==> config.mk <==
export PLATFORM = sky130hd
export DESIGN_NAME = sipo_deserializer
export DESIGN_NICKNAME = d
export VERILOG_FILES = /design/src/rtl/sipo_pkg.sv /design/src/rtl/sipo_out_buf.sv /design/src/rtl/sipo_deserializer.sv
export SDC_FILE = /design/constraint.sdc
export NUM_CORES = 1
export LEC_CHECK = 0
export ABC_AREA = 1
export CAP_MARGIN = 20
export CELL_PAD_IN_SITES_DETAIL_PLACEMENT = 1
export CELL_PAD_IN_SITES_GLOBAL_PLACEMENT = 1
export CORE_UTILIZATION = 33
export CTS_BUF_LIST = sky130_fd_sc_hd__clkbuf_16
export DETAILED_ROUTE_END_ITERATION = 8
export PLACE_DENSITY_LB_ADDON = 0.15
export SLEW_MARGIN = 20
export SYNTH_ARGS = -nofsm -noshare
export SYNTH_HDL_FRONTEND = slang
export SYNTH_SLANG_ARGS = --single-unit
export TNS_END_PERCENT = 1
==> constraint.sdc <==
create_clock -name clk -period 1.3 [get_ports clk]
set_clock_uncertainty 0.15 [all_clocks]
set_input_delay 0.26 -clock clk [delete_from_list [all_inputs] [get_ports clk]]
set_output_delay 0.26 -clock clk [all_outputs]
set_load 0.02 [all_outputs]
==> src/rtl/sipo_pkg.sv <==
// rtl/sipo_pkg.sv - shared types and helpers for the SIPO deserializer
//
// Purpose : state encoding, frame length derivation and the even-parity helper.
// Macro   : SIPO_PARITY_EN adds one even-parity bit to every frame.
package sipo_pkg;

  typedef enum logic {
    IDLE  = 1'b0,
    SHIFT = 1'b1
  } state_t;

  // Bits per frame on the wire: data bits plus an optional parity bit.
  function automatic int frame_len(input int width);
`ifdef SIPO_PARITY_EN
    return width + 1;
`else
    return width;
`endif
  endfunction

  // Parity bit that makes the total number of ones (data + parity) even.
  // Callers zero-extend their data; words wider than 64 bits are not supported.
  function automatic logic even_parity(input logic [63:0] bits);
    return ^bits;
  endfunction

endpackage

==> src/rtl/sipo_out_buf.sv <==
// rtl/sipo_out_buf.sv - one-entry valid/ready holding register for completed words
//
// Purpose : holds the last completed word until the consumer takes it.
// Ports   : clk, reset_n    - clock, asynchronous active-low reset
//           load            - a good word has just completed
//           word            - the completed word
//           ready           - consumer accepts data_out this cycle
//           data_out        - held word (kept after consumption)
//           data_valid      - data_out holds an unconsumed word
//           overrun         - one-cycle pulse: word dropped because buffer full
module sipo_out_buf #(
  parameter int WIDTH = 4
) (
  input  logic             clk,
  input  logic             reset_n,
  input  logic             load,
  input  logic [WIDTH-1:0] word,
  input  logic             ready,
  output logic [WIDTH-1:0] data_out,
  output logic             data_valid,
  output logic             overrun
);

  always_ff @(posedge clk or negedge reset_n) begin
    if (!reset_n) begin
      data_out   <= '0;
      data_valid <= 1'b0;
      overrun    <= 1'b0;
    end else begin
      overrun <= 1'b0;
      if (load) begin
        // A consumer taking the old word in the same cycle frees the slot.
        if (!data_valid || ready) begin
          data_out   <= word;
          data_valid <= 1'b1;
        end else begin
          overrun <= 1'b1;
        end
      end else if (data_valid && ready) begin
        data_valid <= 1'b0;
      end
    end
  end

endmodule

==> src/rtl/sipo_deserializer.sv <==
// rtl/sipo_deserializer.sv - serial-in parallel-out receiver for MSB-first words
//
// Purpose : reassembles strobed serial bits into WIDTH-bit words, with frame
//           sync realignment and a one-entry valid/ready output buffer.
// Macro   : SIPO_PARITY_EN - frames carry a trailing even-parity bit; words
//           with a parity mismatch are dropped and parity_err pulses.
// Ports   : clk, reset_n    - clock, asynchronous active-low reset
//           serial_in       - serial data bit, MSB first
//           serial_valid    - qualifies serial_in
//           sync            - current bit (if valid) starts a new word
//           data_out        - last completed word
//           data_valid      - data_out holds an unconsumed word
//           data_ready      - consumer accepts data_out
//           busy            - partial word in progress
//           overrun         - one-cycle pulse: word dropped, buffer full
//           parity_err      - one-cycle pulse: parity mismatch, word dropped
module sipo_deserializer
  import sipo_pkg::*;
#(
  parameter int WIDTH = 4
) (
  input  logic             clk,
  input  logic             reset_n,
  input  logic             serial_in,
  input  logic             serial_valid,
  input  logic             sync,
  output logic [WIDTH-1:0] data_out,
  output logic             data_valid,
  input  logic             data_ready,
  output logic             busy,
  output logic             overrun,
  output logic             parity_err
);

  localparam int FRAME_LEN = frame_len(WIDTH);
  localparam int CNT_W     = $clog2(FRAME_LEN);
  localparam logic [CNT_W-1:0] LAST_CNT = CNT_W'(FRAME_LEN - 1);

  state_t           state;
  logic [CNT_W-1:0] bit_cnt;
  logic [WIDTH-1:0] shift_reg;
  logic [WIDTH-1:0] shifted;
  logic             last_bit;
  logic             complete;
  logic             load;
  logic [WIDTH-1:0] word;

  // The cast keeps the low WIDTH bits, i.e. {shift_reg[WIDTH-2:0], serial_in}.
  assign shifted  = WIDTH'({shift_reg, serial_in});
  assign last_bit = (bit_cnt == LAST_CNT);
  // sync wins over completion: a frame cut by sync never emits.
  assign complete = serial_valid && !sync && last_bit;
  assign busy     = (state == SHIFT);

`ifdef SIPO_PARITY_EN
  // The final bit is parity, so the data word is already fully in shift_reg.
  logic parity_ok;
  logic parity_err_q;

  assign word       = shift_reg;
  assign parity_ok  = (even_parity(64'(shift_reg)) == serial_in);
  assign load       = complete && parity_ok;
  assign parity_err = parity_err_q;
`else
  assign word       = shifted;
  assign load       = complete;
  assign parity_err = 1'b0;
`endif

  always_ff @(posedge clk or negedge reset_n) begin
    if (!reset_n) begin
      state     <= IDLE;
      bit_cnt   <= '0;
      shift_reg <= '0;
`ifdef SIPO_PARITY_EN
      parity_err_q <= 1'b0;
`endif
    end else begin
`ifdef SIPO_PARITY_EN
      parity_err_q <= 1'b0;
`endif
      if (sync) begin
        if (serial_valid) begin
          shift_reg <= WIDTH'(serial_in);
          bit_cnt   <= CNT_W'(1);
          state     <= SHIFT;
        end else begin
          shift_reg <= '0;
          bit_cnt   <= '0;
          state     <= IDLE;
        end
      end else if (serial_valid) begin
        if (last_bit) begin
          bit_cnt <= '0;
          state   <= IDLE;
`ifdef SIPO_PARITY_EN
          // Parity bit is checked, not stored.
          parity_err_q <= !parity_ok;
`else
          shift_reg <= shifted;
`endif
        end else begin
          bit_cnt   <= bit_cnt + CNT_W'(1);
          state     <= SHIFT;
          shift_reg <= shifted;
        end
      end
    end
  end

  sipo_out_buf #(
    .WIDTH(WIDTH)
  ) u_out_buf (
    .clk       (clk),
    .reset_n   (reset_n),
    .load      (load),
    .word      (word),
    .ready     (data_ready),
    .data_out  (data_out),
    .data_valid(data_valid),
    .overrun   (overrun)
  );

endmodule

==> metrics list <==
- Hold is met by around 180 ps.
* Detailed Route WL: ~1100 um
* Antenna violation net count after detailed routing: 0
- Vias after detailed routing: roughly 460
* Inserted Diodes: 0
- Maximum achievable frequency: ~780 MHz
- Buffer type at the clock tree root: clkbuf_16
- In the global route stage, overall resource usage came out at 0.160.
- Met1 GRT Util: 0.175
* Number of max-slew violations in the final report: 0
- DRC violations left: 0
- The average instance in the mapped netlist occupies ~10 um2.
- Period Utilization, post-route: 0.980
* Max incr delay on CP: about 370 ps
- Global routing finished with a remaining overflow of 0.
* Via density: approximately 4.9
* CTS buffer count: 3
* Leading post-synthesis cells by cell area: dfrtp_1 57%, nand2_1 13%, nand4_1 4.8%, nand3_1 3.8%, nor2_8 3.8%
- The run finished with clean final reports.
* Startpoint-to-endpoint class of the critical path: reg2out
- The path class of the tightest hold or removal check is in2async.
* Die W: roughly 42 um
- The first detailed-routing pass ran for 2 iterations.
- With fillers left out, the area of the finished cells amounts to between 700 and 800 um2.
* Unique cell type count in the Yosys netlist: 15
- Area post-placement: around 730 um2
- Startpoint type of the worst setup path: flip-flop
* Maximum number of pins on one net before global-route repair: 13
- Cells after Synth: 54
- The tree built by TritonCTS fans out to 12 sinks.
* Most heavily used metal layer in global routing: met2
- The first global-routing pass estimated ~2000 um of wire.
- GPL Wtd Cong: around 0.74
* Clock latency at the later pin of the worst-skew pair: ~240 ps
* Critical-path maximum fanout: 2
- Required time of the worst setup path: around 890 ps
* Worst R2R End: u_out_buf.data_out[3]
- The number of antenna violations at the first check in global routing was 0.
- PwrDens: about 1500 nW/um2
- Together, buffers and inverters on the worst path number 1.
- For this configuration, the core starts out at a cell density of 0.353.
- Total of buffers placed on input and output ports: 12
- The setup check on the worst reg-to-reg path leaves a slack of about 140 ps.
- Pin placement for this block handled 14 I/O pins.
- The total count of hold-check failures in the final report came to 0.
- Hold Buf Count CTS: 0
- Data on the critical path arrives at its endpoint at ~860 ps.
- Slowest cell on the critical path: dfrtp_1
- Final net count: between 80 and 90
* Number of warnings issued by yosys: 0
- The core region is around 1500 um2.
- Setup violations remaining at the end of the flow were counted as 0.
- Sequential area share after synthesis: 0.571
- In the global route stage, met3 resource usage came out at 0.0696.
- Vert. Die Dim: 41.9 um
* Met2 track utilization from global routing: 0.253
- Number of flip-flops and latches in the synthesized netlist: 12
- Kind of capture point of the worst setup path: primary output
- Min Clock Period, post-route: between 1000 and 1500 ps
* Routed WL per cell: 12.1 um
- Row generation in the floorplan step produced 14 rows.
- Htree depth: 1
- Clock-pin slew was measured on the worst setup and hold paths at 40 ps.
- TritonCTS clock tree: done
- In the final layout, the share of cells above drive strength 1 is 0.325.
- Maximum Capacitance Violations: 0
- Cell type with the largest total area after synthesis: dfrtp_1
- Number of cells on the worst reg-to-reg path: 5
- Compared with the post-synthesis result, the final layout area differs by 48.6%.
- Beginning of the worst register-to-register path: u_out_buf.data_valid
- Share of Yosys cell area claimed by the top area cell type: 0.571
- Post-Place Setup Slack: -171 ps
- Die ar.: between 1500 and 2000 um2
- Cell class contributing the biggest share of worst-path delay: flip-flops
- The clock passes through at most 2 buffers.
- DRC marker count from the first detailed-route iteration: 2
- Mapped Area: approximately 530 um2
- Leakage component of the power: about 0.41 nW
- Ordered cell list for the critical path: clkdlybuf4s15_2
- Number of flip-flops in the largest register: 4
* Number of nets produced by synthesis: a little over 60
- Total half-perimeter wirelength after legalization and detailed placement: around 850 um
- Worst VDD drop: between 0.0008 and 0.0009 V
- Final critical-path setup slack: between 20 and 30 ps
- Setup repair after global routing missed its margin: false
* Number of global-route vias before repair: 459
metal layers:
metal	vias up	part of all wire
met5	-	0
met4	0	0.024
met3	5	0.069
met2	13	0.47
met1	215	0.44
li1	223	-
cell usage in the layout (no fill, tap or decap), types with 3 or more instances in the layout:
cell type        netlist  routed
buf_2                  0       4
buf_4                  1       9
clkbuf_16              0       3
clkdlybuf4s50_1        0       5
dfrtp_1               12      12
inv_1                  3       3
nand2_1               18      18
nand3_1                4       4
nand4_1                4       4
o21ai_1                3       3
synth_stat cells:
cell,instances
nor2_8,1
nand3_4,1
buf_4,1
ha_1,1
inv_1,3
conb_1,1
nand4_1,4
nor3_1,1
nand2_1,18
o22ai_1,1
nand2_2,1
o21ai_1,3
inv_2,2
dfrtp_1,12
nand3_1,4
per-stage QoR:
step           setup TNS (ps)  utilization  power (W)  cells
2_1_floorplan               0            -   0.000531     54
3_3_place_gp            -1620        0.487   0.000657     90
3_5_place_dp            -1840        0.487   0.000661     90
4_1_cts                     0        0.543    0.00121     93
5_1_grt                     0        0.524    0.00124     93
6_report                    0        0.524    0.00118     93
report_power, final:
group,switching [W],internal [W]
sequential,0.0000193,0.000413
clock,0.000146,0.000399
combinational,0.000109,0.0000936
total,0.000274,0.000906
what timing repair did:
item | CTS | global route
setup endpoints to repair | 7 | 7
resized for setup | 20 | 6
buffers inserted | 0 | 0
cell families after synthesis:
group	after synthesis	share of synthesized area
flops	12	0.571
other cells	1	0.00714
buf+inv	6	0.0500
fa+ha+maj	1	0.0238
simple gates	30	0.307
compound gates	4	0.0405
layout make-up:
cell class                      instances  area, um2
Multi-Input combinational cell         36        201
Sequential cell                        12        300
Timing Repair Buffer                   21        165
Clock buffer                            3       75.1
Fill cell                             169        708
Tap cell                               16       20.0
Inverter                                5       18.8
worst max-delay path by stage:
| stage | start | end | slack, ps | cells past startpoint |
|---|---|---|---|---|
| global route | u_out_buf.data_out[2] | data_out[2] | 0.5 | 1 |
| CTS | u_out_buf.data_valid | data_valid | 10 | 1 |
| detailed placement | sync | u_out_buf.data_out[3] | -170 | 5 |
| floorplan | bit_cnt[0] | bit_cnt[0] | 210 | 4 |
| finish | busy | busy | 30 | 1 |
| global placement | sync | u_out_buf.data_out[2] | -160 | 5 |
(Power assumes the default switching activity.)
